File: config.mk
export PLATFORM = sky130hd
export DESIGN_NAME = proton_targeting_ctrl_flat
export DESIGN_NICKNAME = d
export VERILOG_FILES = /design/src/rtl/proton_targeting_ctrl_if.sv /design/src/rtl/proton_targeting_ctrl.sv /design/src/flat_wrapper.sv
export SDC_FILE = /design/constraint.sdc
export NUM_CORES = 1
export LEC_CHECK = 0
export CAP_MARGIN = 10
export CELL_PAD_IN_SITES_DETAIL_PLACEMENT = 2
export CELL_PAD_IN_SITES_GLOBAL_PLACEMENT = 2
export CORE_MARGIN = 5
export CORE_UTILIZATION = 35
export CTS_BUF_LIST = sky130_fd_sc_hd__clkbuf_4
export CTS_CLUSTER_SIZE = 20
export DETAILED_ROUTE_END_ITERATION = 6
export PLACE_DENSITY_LB_ADDON = 0.1
export SLEW_MARGIN = 40
export SYNTH_ARGS = -nofsm -noshare
export SYNTH_HDL_FRONTEND = slang
export SYNTH_SLANG_ARGS = --single-unit
File: constraint.sdc
create_clock -name clk -period 2.35 [get_ports clk]
set_input_delay 0.47 -clock clk [delete_from_list [all_inputs] [get_ports clk]]
set_output_delay 0.47 -clock clk [all_outputs]
set_load 0.05 [all_outputs]
File: src/rtl/proton_targeting_ctrl_if.sv
// Sensor/fire bus between the torpedo sensor front end and proton_targeting_ctrl.
// master drives the sensor code, slave is the targeting controller.
interface proton_targeting_ctrl_if #(
    parameter int SENSOR_W = 3
);
    logic [SENSOR_W-1:0] sensor_in;
    logic                proton_fire;
    logic [2:0]          state_o;
    logic [3:0]          hit_count_o;
    logic [7:0]          shots_fired;

    modport master (
        output sensor_in,
        input  proton_fire, state_o, hit_count_o, shots_fired
    );

    modport slave (
        input  sensor_in,
        output proton_fire, state_o, hit_count_o, shots_fired
    );
endinterface

File: src/rtl/proton_targeting_ctrl.sv
// Torpedo targeting FSM: calibrate, left/centre lock, timed hit window, registered fire pulse.
// Optional post-fire cooldown state enabled by defining PROTON_COOLDOWN_EN.
module proton_targeting_ctrl #(
    parameter int                  SENSOR_W        = 3,
    parameter logic [SENSOR_W-1:0] ONES_CODE       = '1,
    parameter logic [SENSOR_W-1:0] ABORT_CODE      = SENSOR_W'(3'b101),
    parameter logic [SENSOR_W-1:0] LEFT_CODE       = SENSOR_W'(3'b001),
    parameter logic [SENSOR_W-1:0] CENTER_CODE     = SENSOR_W'(3'b010),
    parameter logic [SENSOR_W-1:0] HIT_CODE        = SENSOR_W'(3'b100),
    parameter int                  CALIB_CYCLES    = 2,
    parameter int                  LOCK_TIMEOUT    = 0,
    parameter int                  WINDOW_LEN      = 16,
    parameter int                  HITS_REQ        = 2,
    parameter int                  FIRE_PULSE      = 1,
    parameter int                  COOLDOWN_CYCLES = 8
) (
    input logic                   clk,
    input logic                   rst_n,
    proton_targeting_ctrl_if.slave bus
);
    localparam int WIN_W  = $clog2(WINDOW_LEN + 1);
    localparam int LOCK_W = (LOCK_TIMEOUT == 0) ? 1 : $clog2(LOCK_TIMEOUT + 1);
    localparam int FIRE_W = (FIRE_PULSE == 1) ? 1 : $clog2(FIRE_PULSE + 1);

    // Elaboration-time guards on the legal parameter ranges.
    if (SENSOR_W < 2)                        $error("SENSOR_W must be >= 2");
    if (CALIB_CYCLES < 1 || CALIB_CYCLES > 15) $error("CALIB_CYCLES out of range");
    if (HITS_REQ < 1 || HITS_REQ > 15)       $error("HITS_REQ out of range");
    if (WINDOW_LEN < 1 || FIRE_PULSE < 1)    $error("WINDOW_LEN/FIRE_PULSE must be >= 1");
    if (COOLDOWN_CYCLES < 1)                 $error("COOLDOWN_CYCLES must be >= 1");

    typedef enum logic [2:0] {
        S_IDLE   = 3'd0,
        S_CALIB  = 3'd1,
        S_WAIT   = 3'd2,
        S_ARM    = 3'd3,
        S_WINDOW = 3'd4,
        S_FIRE   = 3'd5,
        S_COOL   = 3'd6
    } state_e;

    state_e              state_q, state_d;
    logic [3:0]          calib_q, calib_d;
    logic [LOCK_W-1:0]   lock_q, lock_d;
    logic [WIN_W-1:0]    win_q, win_d;
    logic [3:0]          hits_q, hits_d;
    logic [FIRE_W-1:0]   fcnt_q, fcnt_d;
    logic                fire_q, fire_d;
    logic [7:0]          shots_q, shots_d;
    logic                to_idle;
`ifdef PROTON_COOLDOWN_EN
    localparam int COOL_W = (COOLDOWN_CYCLES == 1) ? 1 : $clog2(COOLDOWN_CYCLES + 1);
    logic [COOL_W-1:0]   cool_q, cool_d;
`endif

    always_comb begin
        state_d = state_q;
        calib_d = calib_q;
        lock_d  = lock_q;
        win_d   = win_q;
        hits_d  = hits_q;
        fcnt_d  = fcnt_q;
        to_idle = 1'b0;
`ifdef PROTON_COOLDOWN_EN
        cool_d  = cool_q;
`endif
        // Cooldown is deaf to the sensor bus, abort included.
        if (state_q != S_COOL && bus.sensor_in == ABORT_CODE) begin
            to_idle = 1'b1;
        end else begin
            case (state_q)
                S_IDLE: if (bus.sensor_in == ONES_CODE) begin
                    state_d = S_CALIB;
                    calib_d = 4'd1;
                end
                S_CALIB: begin
                    if (bus.sensor_in == ONES_CODE && calib_q < 4'(CALIB_CYCLES)) begin
                        calib_d = calib_q + 4'd1;
                    end else if (bus.sensor_in == LEFT_CODE && calib_q == 4'(CALIB_CYCLES)) begin
                        state_d = S_WAIT;
                        lock_d  = '0;
                    end else begin
                        to_idle = 1'b1;
                    end
                end
                S_WAIT: begin
                    if (bus.sensor_in == CENTER_CODE) begin
                        state_d = S_ARM;
                    end else if (LOCK_TIMEOUT != 0) begin
                        lock_d = lock_q + 1'b1;
                        if (lock_d == LOCK_W'(LOCK_TIMEOUT)) to_idle = 1'b1;
                    end
                end
                S_ARM: begin
                    state_d = S_WINDOW;
                    win_d   = WIN_W'(1);
                    hits_d  = '0;
                end
                S_WINDOW: begin
                    if (bus.sensor_in == HIT_CODE) hits_d = hits_q + 4'd1;
                    // A qualifying hit wins even on the last window cycle.
                    if (bus.sensor_in == HIT_CODE && hits_d == 4'(HITS_REQ)) begin
                        state_d = S_FIRE;
                        fcnt_d  = FIRE_W'(1);
                    end else if (win_q == WIN_W'(WINDOW_LEN)) begin
                        to_idle = 1'b1;
                    end else begin
                        win_d = win_q + 1'b1;
                    end
                end
                S_FIRE: begin
                    if (fcnt_q == FIRE_W'(FIRE_PULSE)) begin
`ifdef PROTON_COOLDOWN_EN
                        state_d = S_COOL;
                        cool_d  = COOL_W'(1);
`else
                        to_idle = 1'b1;
`endif
                    end else begin
                        fcnt_d = fcnt_q + 1'b1;
                    end
                end
`ifdef PROTON_COOLDOWN_EN
                S_COOL: begin
                    if (cool_q == COOL_W'(COOLDOWN_CYCLES)) to_idle = 1'b1;
                    else cool_d = cool_q + 1'b1;
                end
`endif
                default: to_idle = 1'b1;
            endcase
        end

        if (to_idle) begin
            state_d = S_IDLE;
            calib_d = '0;
            lock_d  = '0;
            win_d   = '0;
            hits_d  = '0;
            fcnt_d  = '0;
`ifdef PROTON_COOLDOWN_EN
            cool_d  = '0;
`endif
        end

        fire_d  = (state_d == S_FIRE);
        shots_d = shots_q;
        if (state_d == S_FIRE && state_q != S_FIRE && shots_q != 8'hFF) shots_d = shots_q + 8'd1;
    end

    always_ff @(posedge clk or negedge rst_n) begin
        if (!rst_n) begin
            state_q <= S_IDLE;
            calib_q <= '0;
            lock_q  <= '0;
            win_q   <= '0;
            hits_q  <= '0;
            fcnt_q  <= '0;
            fire_q  <= 1'b0;
            shots_q <= '0;
`ifdef PROTON_COOLDOWN_EN
            cool_q  <= '0;
`endif
        end else begin
            state_q <= state_d;
            calib_q <= calib_d;
            lock_q  <= lock_d;
            win_q   <= win_d;
            hits_q  <= hits_d;
            fcnt_q  <= fcnt_d;
            fire_q  <= fire_d;
            shots_q <= shots_d;
`ifdef PROTON_COOLDOWN_EN
            cool_q  <= cool_d;
`endif
        end
    end

    assign bus.proton_fire = fire_q;
    assign bus.state_o     = state_q;
    assign bus.hit_count_o = hits_q;
    assign bus.shots_fired = shots_q;
endmodule
File: src/flat_wrapper.sv
// flat-port wrapper written by rule: the top's interface ports become plain ports
module proton_targeting_ctrl_flat 
#(
    parameter int                  SENSOR_W        = 3,
    parameter logic [SENSOR_W-1:0] ONES_CODE       = '1,
    parameter logic [SENSOR_W-1:0] ABORT_CODE      = SENSOR_W'(3'b101),
    parameter logic [SENSOR_W-1:0] LEFT_CODE       = SENSOR_W'(3'b001),
    parameter logic [SENSOR_W-1:0] CENTER_CODE     = SENSOR_W'(3'b010),
    parameter logic [SENSOR_W-1:0] HIT_CODE        = SENSOR_W'(3'b100),
    parameter int                  CALIB_CYCLES    = 2,
    parameter int                  LOCK_TIMEOUT    = 0,
    parameter int                  WINDOW_LEN      = 16,
    parameter int                  HITS_REQ        = 2,
    parameter int                  FIRE_PULSE      = 1,
    parameter int                  COOLDOWN_CYCLES = 8
)
  (clk, rst_n, bus_sensor_in, bus_proton_fire, bus_state_o, bus_hit_count_o, bus_shots_fired);
  proton_targeting_ctrl_if #(.SENSOR_W(SENSOR_W)) bus_i ();
  input logic clk;
  input logic rst_n;
  input wire logic [$bits(bus_i.sensor_in)-1:0] bus_sensor_in;
  output wire logic [$bits(bus_i.proton_fire)-1:0] bus_proton_fire;
  output wire logic [$bits(bus_i.state_o)-1:0] bus_state_o;
  output wire logic [$bits(bus_i.hit_count_o)-1:0] bus_hit_count_o;
  output wire logic [$bits(bus_i.shots_fired)-1:0] bus_shots_fired;
  assign bus_i.sensor_in = bus_sensor_in;
  assign bus_proton_fire = bus_i.proton_fire;
  assign bus_state_o = bus_i.state_o;
  assign bus_hit_count_o = bus_i.hit_count_o;
  assign bus_shots_fired = bus_i.shots_fired;
  proton_targeting_ctrl #(.SENSOR_W(SENSOR_W), .ONES_CODE(ONES_CODE), .ABORT_CODE(ABORT_CODE), .LEFT_CODE(LEFT_CODE), .CENTER_CODE(CENTER_CODE), .HIT_CODE(HIT_CODE), .CALIB_CYCLES(CALIB_CYCLES), .LOCK_TIMEOUT(LOCK_TIMEOUT), .WINDOW_LEN(WINDOW_LEN), .HITS_REQ(HITS_REQ), .FIRE_PULSE(FIRE_PULSE), .COOLDOWN_CYCLES(COOLDOWN_CYCLES)) u_core (.clk(clk), .rst_n(rst_n), .bus(bus_i));
endmodule
==> results of run 1 <==
timing repair:
item | in CTS | in global routing
buffers inserted | 1 | 0
resized for setup | 4 | 5
pin swaps | 1 | 1
endpoints found under the setup margin | 2 | 23
how the worst max path moves through the flow:
stage                                     start                         to  slack [ns]  depth (start not counted)
final                          bus_sensor_in[2]  u_core.bus.shots_fired[1]        0.02                          9
after global routing           bus_sensor_in[2]  u_core.bus.shots_fired[1]       -0.04                          9
after CTS                      bus_sensor_in[0]  u_core.bus.shots_fired[1]       0.002                          8
after detailed placement       bus_sensor_in[1]  u_core.bus.shots_fired[1]       -0.42                          9
after global placement         bus_sensor_in[0]  u_core.bus.shots_fired[1]       -0.35                          8
after floorplan           u_core.bus.state_o[2]  u_core.bus.hit_count_o[1]        0.01                          7
cells by family (layout without fill, tap and decap cells):
family,Yosys count,count (layout),share of synthesized area (%)
flip-flops,26,26,43.84
multiplexers,1,1,1.012
AND/OR/NAND/NOR,70,70,26.22
adder cells (fa/ha/maj),6,6,5.059
XOR/XNOR,11,11,6.493
AO/OA/AOI/OAI,32,32,14.84
buffers and inverters,10,46,2.529
final cells by class:
type,instances,area (um2),share of cell area (%)
well taps,50,62.56,3.228
flip-flops and latches,26,654.4,33.76
inverters,6,22.52,1.162
repair buffers,36,322.8,16.66
clock inverters,1,30.03,1.549
clock buffers,3,22.52,1.162
multi-input cells,120,823.3,42.48
metal layers:
layer | GRT usage (%) | vias up | share of wire (%)
li1 | - | 635 | -
met1 | 21.66 | 683 | 45
met2 | 30.66 | 18 | 51
met3 | 3.872 | 4 | 3.1
met4 | 2.767 | 0 | 0.70
met5 | 0 | - | 0
state kept, by name, summed over array words and instances (netlist names):
register / flops
u_core.bus.shots_fired: 8
u_core.win_q: 5
u_core.bus.hit_count_o: 4
u_core.calib_q: 4
u_core.bus.state_o: 3
u_core.bus.proton_fire: 1
u_core.fcnt_q: 1
power by group through the flow:
stage	clock, mW	sequential [mW]	combinational (mW)
6_report	0.320	0.497	0.297
2_1_floorplan	0	0.511	0.152
5_1_grt	0.354	0.501	0.326
3_3_place_gp	0	0.503	0.261
4_1_cts	0.334	0.497	0.294
3_5_place_dp	0	0.504	0.273
worst reg2reg max path: stages, from the launching register on:
cell	delay, ns
dfrtp_1	0.44
inv_1	0.07
ha_1	0.14
and4bb_2	0.26
a211oi_2	0.09
a221o_1	0.39
a211oi_4	0.23
buf_6	0.16
nand2_4	0.06
mux2_4	0.29
cell usage in the layout, fill, tap and decap left out, types with 4 or more instances in the layout:
| master | netlist | final |
|---|---|---|
| nor2_1 | 23 | 23 |
| dfrtp_1 | 26 | 23 |
| clkdlybuf4s50_1 | 0 | 19 |
| buf_4 | 0 | 15 |
| nand2_1 | 10 | 10 |
| a21oi_1 | 9 | 9 |
| xnor2_1 | 8 | 8 |
| nand4_1 | 7 | 7 |
| inv_1 | 6 | 6 |
| ha_1 | 6 | 6 |
| o21ai_0 | 5 | 5 |
| a31oi_1 | 6 | 5 |
| nand3_1 | 4 | 4 |
==> results.toml, run 1 <==
[grt]
overflow = 0
grt_antenna_before_repair = 0
grt_pass1_vias = 1503
grt_pass1_wl_mm = 7.445
grt_max_degree = 27
grt_use_total_pct = 17.25

[pwr]
pwr_density_cell_nw_per_um2 = 574.9
internal_power_mw = 0.7603
max-vdd-ir-drop_uv = 398.9
switching_share_pct = 31.76
pwr-share-clk_pct = 28.7
combPwrFrac_pct = 26.7
seqPwrFrac_pct = 44.6
total_power_mw = 1.114
power.leakage_nw = 0.8556
power_switching_mw = 0.3539

[timing]
worst_slack_ns = 0.01507
grt_setup_unrepaired = "yes"
timing.fmax_ghz = 0.4283
fin_crit_ns = 2.335
setup_tns_ns = 0
setup_viol = 0
finalHoldViolCount = 0
slew_headroom_pct = 65.14
tightestPinTransition_ns = 0.5212
period_share_pct = 99.36
hold-worst-slack_ns = 0.4828
final_max_slew_viol_count = 0
clock_skew_ns = 0.008267

[synthesis]
synthTopCellsByCount = "dfrtp_1 (26), nor2_1 (23), nand2_1 (10)"
synth-edff-count = 0
synth.largest_area_cell = "dfrtp_1"
synth_most_common_cell = "dfrtp_1"
synth_area_um2 = 1484
synthArstFlopShare_pct = 100.0
syn_area_per_cell_um2 = 9.512
ys_types = 39
synth.top_cells.by_area = "dfrtp_1 (44%), nor2_1 (5.8%), ha_1 (5.1%), xnor2_1 (4.7%), a21oi_1 (3.0%)"
syn_inst = 156
synth_fp_nets = 167
synthFlopType = "dfrtp_1"
ys_warn_count = 0
yosysSeqAreaShare_pct = 43.84
ys_ff_latch = 26
synth_top_area_share_pct = 43.84

[clock_network]
cts_buffers = 3
cts_hold_buf = 0
cts.path.max_buffers = 2
clk_pin_slew_ns = 0.15
cts_num_sinks = 26
clkLatencyLatePin_ns = 0.34
htreeDepth = 1
cts_tree = "built"
cts-root-buf = "clkbuf_4"

[worst_setup_path]
max_stage_delay_ns = 0.42
start_kind = "primary input"
crit_fanout = 8
critPathSlowestCell = "clkdlybuf4s50_1"
cp_top_family = "buffers and inverters"
cp_num_buf_inv = 3
ff2ff_path_depth = 9
r2r_slack_ns = 0.13
path_class = "in2reg"
r2r-end = "u_core.bus.shots_fired[1]"
r2r_start = "u_core.calib_q[0]"
critical_path_required_ns = 2.60
end_kind = "flop"
crit_chain = "clkdlybuf4s50_1 -> buf_4 -> and4bb_2 -> a211oi_2 -> a221o_1 -> a211oi_4 -> buf_6 -> nand2_4 -> mux2_4"
critical_path_arrival_ns = 2.59

[placed_design]
placed_area_um2 = 1848
io_buffers = 20
placed_cells = 237
post-place-ws_ns = -0.4155
gp_congestion = 0.7860
place_hpwl_mm = 3.199

[min_path]
min_path_type = "in2async"

[route]
drt_iter0_drc = 33
wl_mm = 4.288
vias_per_cell = 5.537
vias = 1340
drtAntennaViolNets = 0
first_pass_iters = 4
drc = 0
avgRoutedWirePerCell_um = 17.72

[finish]
diodes = 0
n_fill_cell = 453
syn_to_final_growth_pct = 30.61
num-nets-final = 204
design_area_um2 = 1938
utilization_pct = 47.76
drive_above_1_share_pct = 20.31
fin_cells = 242

[floorplanning]
coreArea_um2 = 4058
fp.dieW_um = 75.12
fp-row-count = 23
initial_core_util_pct = 36.57
io_pins = 21
die_area_um2 = 5642
fp.dieH_um = 75.12

[status]
status = "finished clean"

[job]
drv_cap = 0
No activity file was read; power rests on OpenSTA's default activity.
==> inputs of run 2 (changes only) <==
Settings changed: SKIP_LAST_GASP from default to 1.
==> run 2 against run 1 <==
Clock skew did not move; via count did not move; sequential cell count stayed put; worst setup slack about the same; routed wire length is the same; global-route usage is the same; non-clock buffer count unchanged; fmax barely moved.
==> results.toml, run 2 (synthesis results as in run 1) <==
[worst_setup_path]
crit_fanout = 8
end_kind = "flop"
r2r-end = "u_core.bus.shots_fired[1]"
r2r_slack_ns = 0.13
critical_path_arrival_ns = 2.59
start_kind = "primary input"
ff2ff_path_depth = 9
r2r_start = "u_core.calib_q[0]"
path_class = "in2reg"
critical_path_required_ns = 2.60

[finish]
syn_to_final_growth_pct = 30.61
fin_cells = 242
mostFrequentLayoutCells = "nor2_1 (23), dfrtp_1 (23), clkdlybuf4s50_1 (19), buf_4 (15), nand2_1 (10)"
largest_register_ffs = 8
diodes = 0
drive_above_1_share_pct = 20.31
n_fill_cell = 453
num-nets-final = 204

[floorplanning]
die_area_um2 = 5642
coreArea_um2 = 4058
initial_core_util_pct = 36.57
io_pins = 21
fp.dieW_um = 75.12
fp.dieH_um = 75.12
fp-row-count = 23

[grt]
overflow = 0
grt_use_total_pct = 17.25
grt_pass1_wl_mm = 7.445
grt_pass1_vias = 1503
grt_antenna_before_repair = 0
grt_max_degree = 27

[timing]
period_share_pct = 99.36
hold-worst-slack_ns = 0.4828
grt_setup_unrepaired = "yes"
tightestPinTransition_ns = 0.5212
timing.fmax_ghz = 0.4283
final_max_slew_viol_count = 0
clock_skew_ns = 0.008267
slew_headroom_pct = 65.14
fin_crit_ns = 2.335
finalHoldViolCount = 0
setup_viol = 0

[route]
wl_mm = 4.288
vias_per_cell = 5.537
drc = 0
drt_iter0_drc = 30
drtAntennaViolNets = 0
first_pass_iters = 4
vias = 1340
avgRoutedWirePerCell_um = 17.72

[pwr]
pwr_density_cell_nw_per_um2 = 574.9
max-vdd-ir-drop_uv = 398.9
power.leakage_nw = 0.8556

[clock_network]
cts_hold_buf = 0
cts.path.max_buffers = 2
clkLatencyLatePin_ns = 0.34
cts_buffers = 3
htreeDepth = 1
cts-root-buf = "clkbuf_4"
cts_num_sinks = 26
clk_pin_slew_ns = 0.15
cts_tree = "built"

[placed_design]
gp_congestion = 0.7860
place_hpwl_mm = 3.199
io_buffers = 20
placed_cells = 237

[status]
status = "finished clean"

[job]
drv_cap = 0

[min_path]
min_path_type = "in2async"
-- run 2: cell counts in the layout (fill, tap and decap cells not counted) --
Identical to the previous run, type by type.
-- run 2: worst max path at each step --
stage                                      to                   from  depth (start not counted)  slack, ns
finish              u_core.bus.shots_fired[1]       bus_sensor_in[2]                          9       0.02
CTS                 u_core.bus.shots_fired[1]       bus_sensor_in[0]                          8      0.002
floorplan           u_core.bus.hit_count_o[1]  u_core.bus.state_o[2]                          7       0.01
global placement    u_core.bus.shots_fired[1]       bus_sensor_in[0]                          8      -0.35
detailed placement  u_core.bus.shots_fired[1]       bus_sensor_in[1]                          9      -0.42
global route        u_core.bus.shots_fired[1]       bus_sensor_in[2]                          9      -0.04
-- run 2: area by class of cell --
cell class | instances | area [um2] | area share (%)
clock buffer | 3 | 22.52 | 1.162
clock inverter | 1 | 30.03 | 1.549
inverter | 6 | 22.52 | 1.162
multi-input combinational | 120 | 823.3 | 42.48
sequential | 26 | 654.4 | 33.76
tap | 50 | 62.56 | 3.228
timing repair buffer | 36 | 322.8 | 16.66
-- run 2: where the power goes --
part | switching, mW | total (mW) | internal [mW]
sequential | 0.0334 | 0.497 | 0.463
clock | 0.147 | 0.320 | 0.173
combinational | 0.173 | 0.297 | 0.124
total | 0.354 | 1.11 | 0.760
-- run 2: repair_timing --
action / 4_1_cts / 5_1_grt
endpoints found under the setup margin: 2 / 23
buffers inserted: 1 / 0
cloned: 0 / 0
gates resized for setup: 4 / 5
pin swaps: 1 / 1
-- run 2: per-stage QoR --
stage	utilization, %	power [mW]	setup slack [ns]	TNS (ns)	instance area (um2)
global placement	45.54	0.7636	-0.3488	-5.087	1848
global route	47.76	1.181	-0.04010	-0.04010	1938
detailed placement	45.54	0.7771	-0.4155	-6.808	1848
finish	47.76	1.114	0.01504	0	1938
CTS	47.30	1.125	0.001650	0	1919
floorplan	-	0.6625	0.009666	0	1488
-- run 2: worst max-delay path, stage by stage --
cell and delay, ns:
clkdlybuf4s50_1 0.42, buf_4 0.16, and4bb_2 0.32, a211oi_2 0.09, a221o_1 0.39, a211oi_4 0.23
buf_6 0.16, nand2_4 0.06, mux2_4 0.29
-- run 2: metal layers --
metal | vias to the layer above | track usage, % | share of wire (%)
met3 | 4 | 3.872 | 3.1
li1 | 635 | - | -
met5 | - | 0 | 0
met2 | 18 | 30.66 | 51
met1 | 683 | 21.66 | 45
met4 | 0 | 2.767 | 0.70
==> inputs of run 3 (changes only) <==
Settings changed: RECOVER_POWER from default to 100.
==> run 3 against run 2 <==
Sequential power hardly changed; clock power is essentially flat; routed wire length shrank 0.33%; largest power group unchanged.
==> results.toml, run 3 (synthesis results as in run 1) <==
[route]
vias = 1334
avgRoutedWirePerCell_um = 17.66
vias_per_cell = 5.512
drt_iter0_drc = 39
wl_mm = 4.274
first_pass_iters = 4
drc = 0
drtAntennaViolNets = 0

[worst_setup_path]
end_kind = "flop"
path_class = "in2reg"
crit_chain = "clkdlybuf4s50_1 -> buf_4 -> and4bb_2 -> a211oi_2 -> a221o_1 -> a211oi_4 -> buf_6 -> nand2_4 -> mux2_4"
r2r-end = "u_core.bus.shots_fired[1]"
crit_fanout = 8
ff2ff_path_depth = 9
max_stage_delay_ns = 0.42
cp_top_family = "buffers and inverters"
r2r_start = "u_core.calib_q[0]"
cp_num_buf_inv = 3
r2r_slack_ns = 0.14
critPathSlowestCell = "clkdlybuf4s50_1"
critical_path_arrival_ns = 2.59
critical_path_required_ns = 2.60
start_kind = "primary input"

[finish]
largest_register_ffs = 8
mostFrequentLayoutCells = "nor2_1 (23), dfrtp_1 (23), dlygate4sd3_1 (16), buf_4 (13), nand2_1 (10)"
design_area_um2 = 1934
diodes = 0
syn_to_final_growth_pct = 30.35
utilization_pct = 47.67
drive_above_1_share_pct = 19.79
num-nets-final = 204
n_fill_cell = 454
fin_cells = 242

[floorplanning]
die_area_um2 = 5642
fp.dieH_um = 75.12
coreArea_um2 = 4058
fp.dieW_um = 75.12
initial_core_util_pct = 36.57
fp-row-count = 23
io_pins = 21

[pwr]
pwr_density_cell_nw_per_um2 = 573.4
total_power_mw = 1.109
power.leakage_nw = 0.9034
max-vdd-ir-drop_uv = 386.4

[grt]
overflow = 0
grt_pass1_wl_mm = 7.445
grt_use_total_pct = 17.25
grt_pass1_vias = 1503
grt_antenna_before_repair = 0
grt_max_degree = 27

[timing]
setup_tns_ns = 0
slew_headroom_pct = 1.920
timing.fmax_ghz = 0.4284
period_share_pct = 99.34
setup_viol = 0
finalHoldViolCount = 0
fin_crit_ns = 2.334
grt_setup_unrepaired = "yes"
tightestPinTransition_ns = 1.471
worst_slack_ns = 0.01556
clock_skew_ns = 0.008821
hold-worst-slack_ns = 0.5020
final_max_slew_viol_count = 0

[clock_network]
clkLatencyLatePin_ns = 0.34
clk_pin_slew_ns = 0.15
cts-root-buf = "clkbuf_4"
cts_tree = "built"
cts_hold_buf = 0
cts_buffers = 3
cts_num_sinks = 26
htreeDepth = 1
cts.path.max_buffers = 2

[min_path]
holdCritStartpoint = "u_core.bus.shots_fired[5]"
min_path_type = "reg2reg"
min_path_cells = 1
whs_endpoint = "u_core.bus.shots_fired[5]"

[placed_design]
place_hpwl_mm = 3.199
placed_cells = 237
placed_area_um2 = 1848
post-place-ws_ns = -0.4155
io_buffers = 20
gp_congestion = 0.7860

[job]
drv_cap = 0

[status]
status = "finished clean"
[run 3: cell count changes in the layout (fill, tap and decap cells not counted), sizes merged]
cell           change
buf                -2
clkbuf             +2
clkdlybuf4s50     -16
dlygate4sd3       +16
[run 3: where the power goes]
group          total [mW]  internal, mW  switching [mW]  leakage (nW)
clock network       0.320         0.173           0.147        0.0279
registers           0.496         0.463          0.0328         0.357
logic               0.293         0.120           0.173         0.519
total                1.11         0.756           0.353         0.903
[run 3: layout make-up]
type,instances,area [um2],area share (%)
clock buffer,3,22.52,1.164
multi-input combinational,120,823.3,42.56
timing repair buffer,36,319.1,16.49
clock inverter,1,30.03,1.552
sequential,26,654.4,33.83
inverter,6,22.52,1.164
tap,50,62.56,3.234
[run 3: worst max path at each step]
stage | startpoint | end | slack (ns) | cells after the start
final | bus_sensor_in[2] | u_core.bus.shots_fired[1] | 0.02 | 9
after global routing | bus_sensor_in[2] | u_core.bus.shots_fired[1] | -0.04 | 9
after CTS | bus_sensor_in[0] | u_core.bus.shots_fired[1] | 0.002 | 8
after detailed placement | bus_sensor_in[1] | u_core.bus.shots_fired[1] | -0.42 | 9
after global placement | bus_sensor_in[0] | u_core.bus.shots_fired[1] | -0.35 | 8
after floorplan | u_core.bus.state_o[2] | u_core.bus.hit_count_o[1] | 0.01 | 7
[run 3: per-layer routing]
layer / vias up / global-route usage [%] / routed length, um
li1: 635 / - / -
met4: 0 / 2.767 / 30
met1: 679 / 21.66 / 1939
met3: 4 / 3.872 / 125
met2: 16 / 30.66 / 2178
met5: - / 0 / 0
[run 3: worst reg2reg max path, stage by stage (launching register included)]
cell and delay (ns):
dfrtp_1 0.44, inv_1 0.07, ha_1 0.14, and4bb_2 0.26, a211oi_2 0.09, a221o_1 0.39, a211oi_4 0.23, buf_6 0.16
nand2_4 0.06, mux2_4 0.29
[run 3: repair_timing]
action | in CTS | in global routing
pin swaps | 1 | 1
setup endpoints to repair | 2 | 23
gates resized for setup | 4 | 5
setup buffers | 1 | 0
endpoints found under the hold margin | 0 | 0
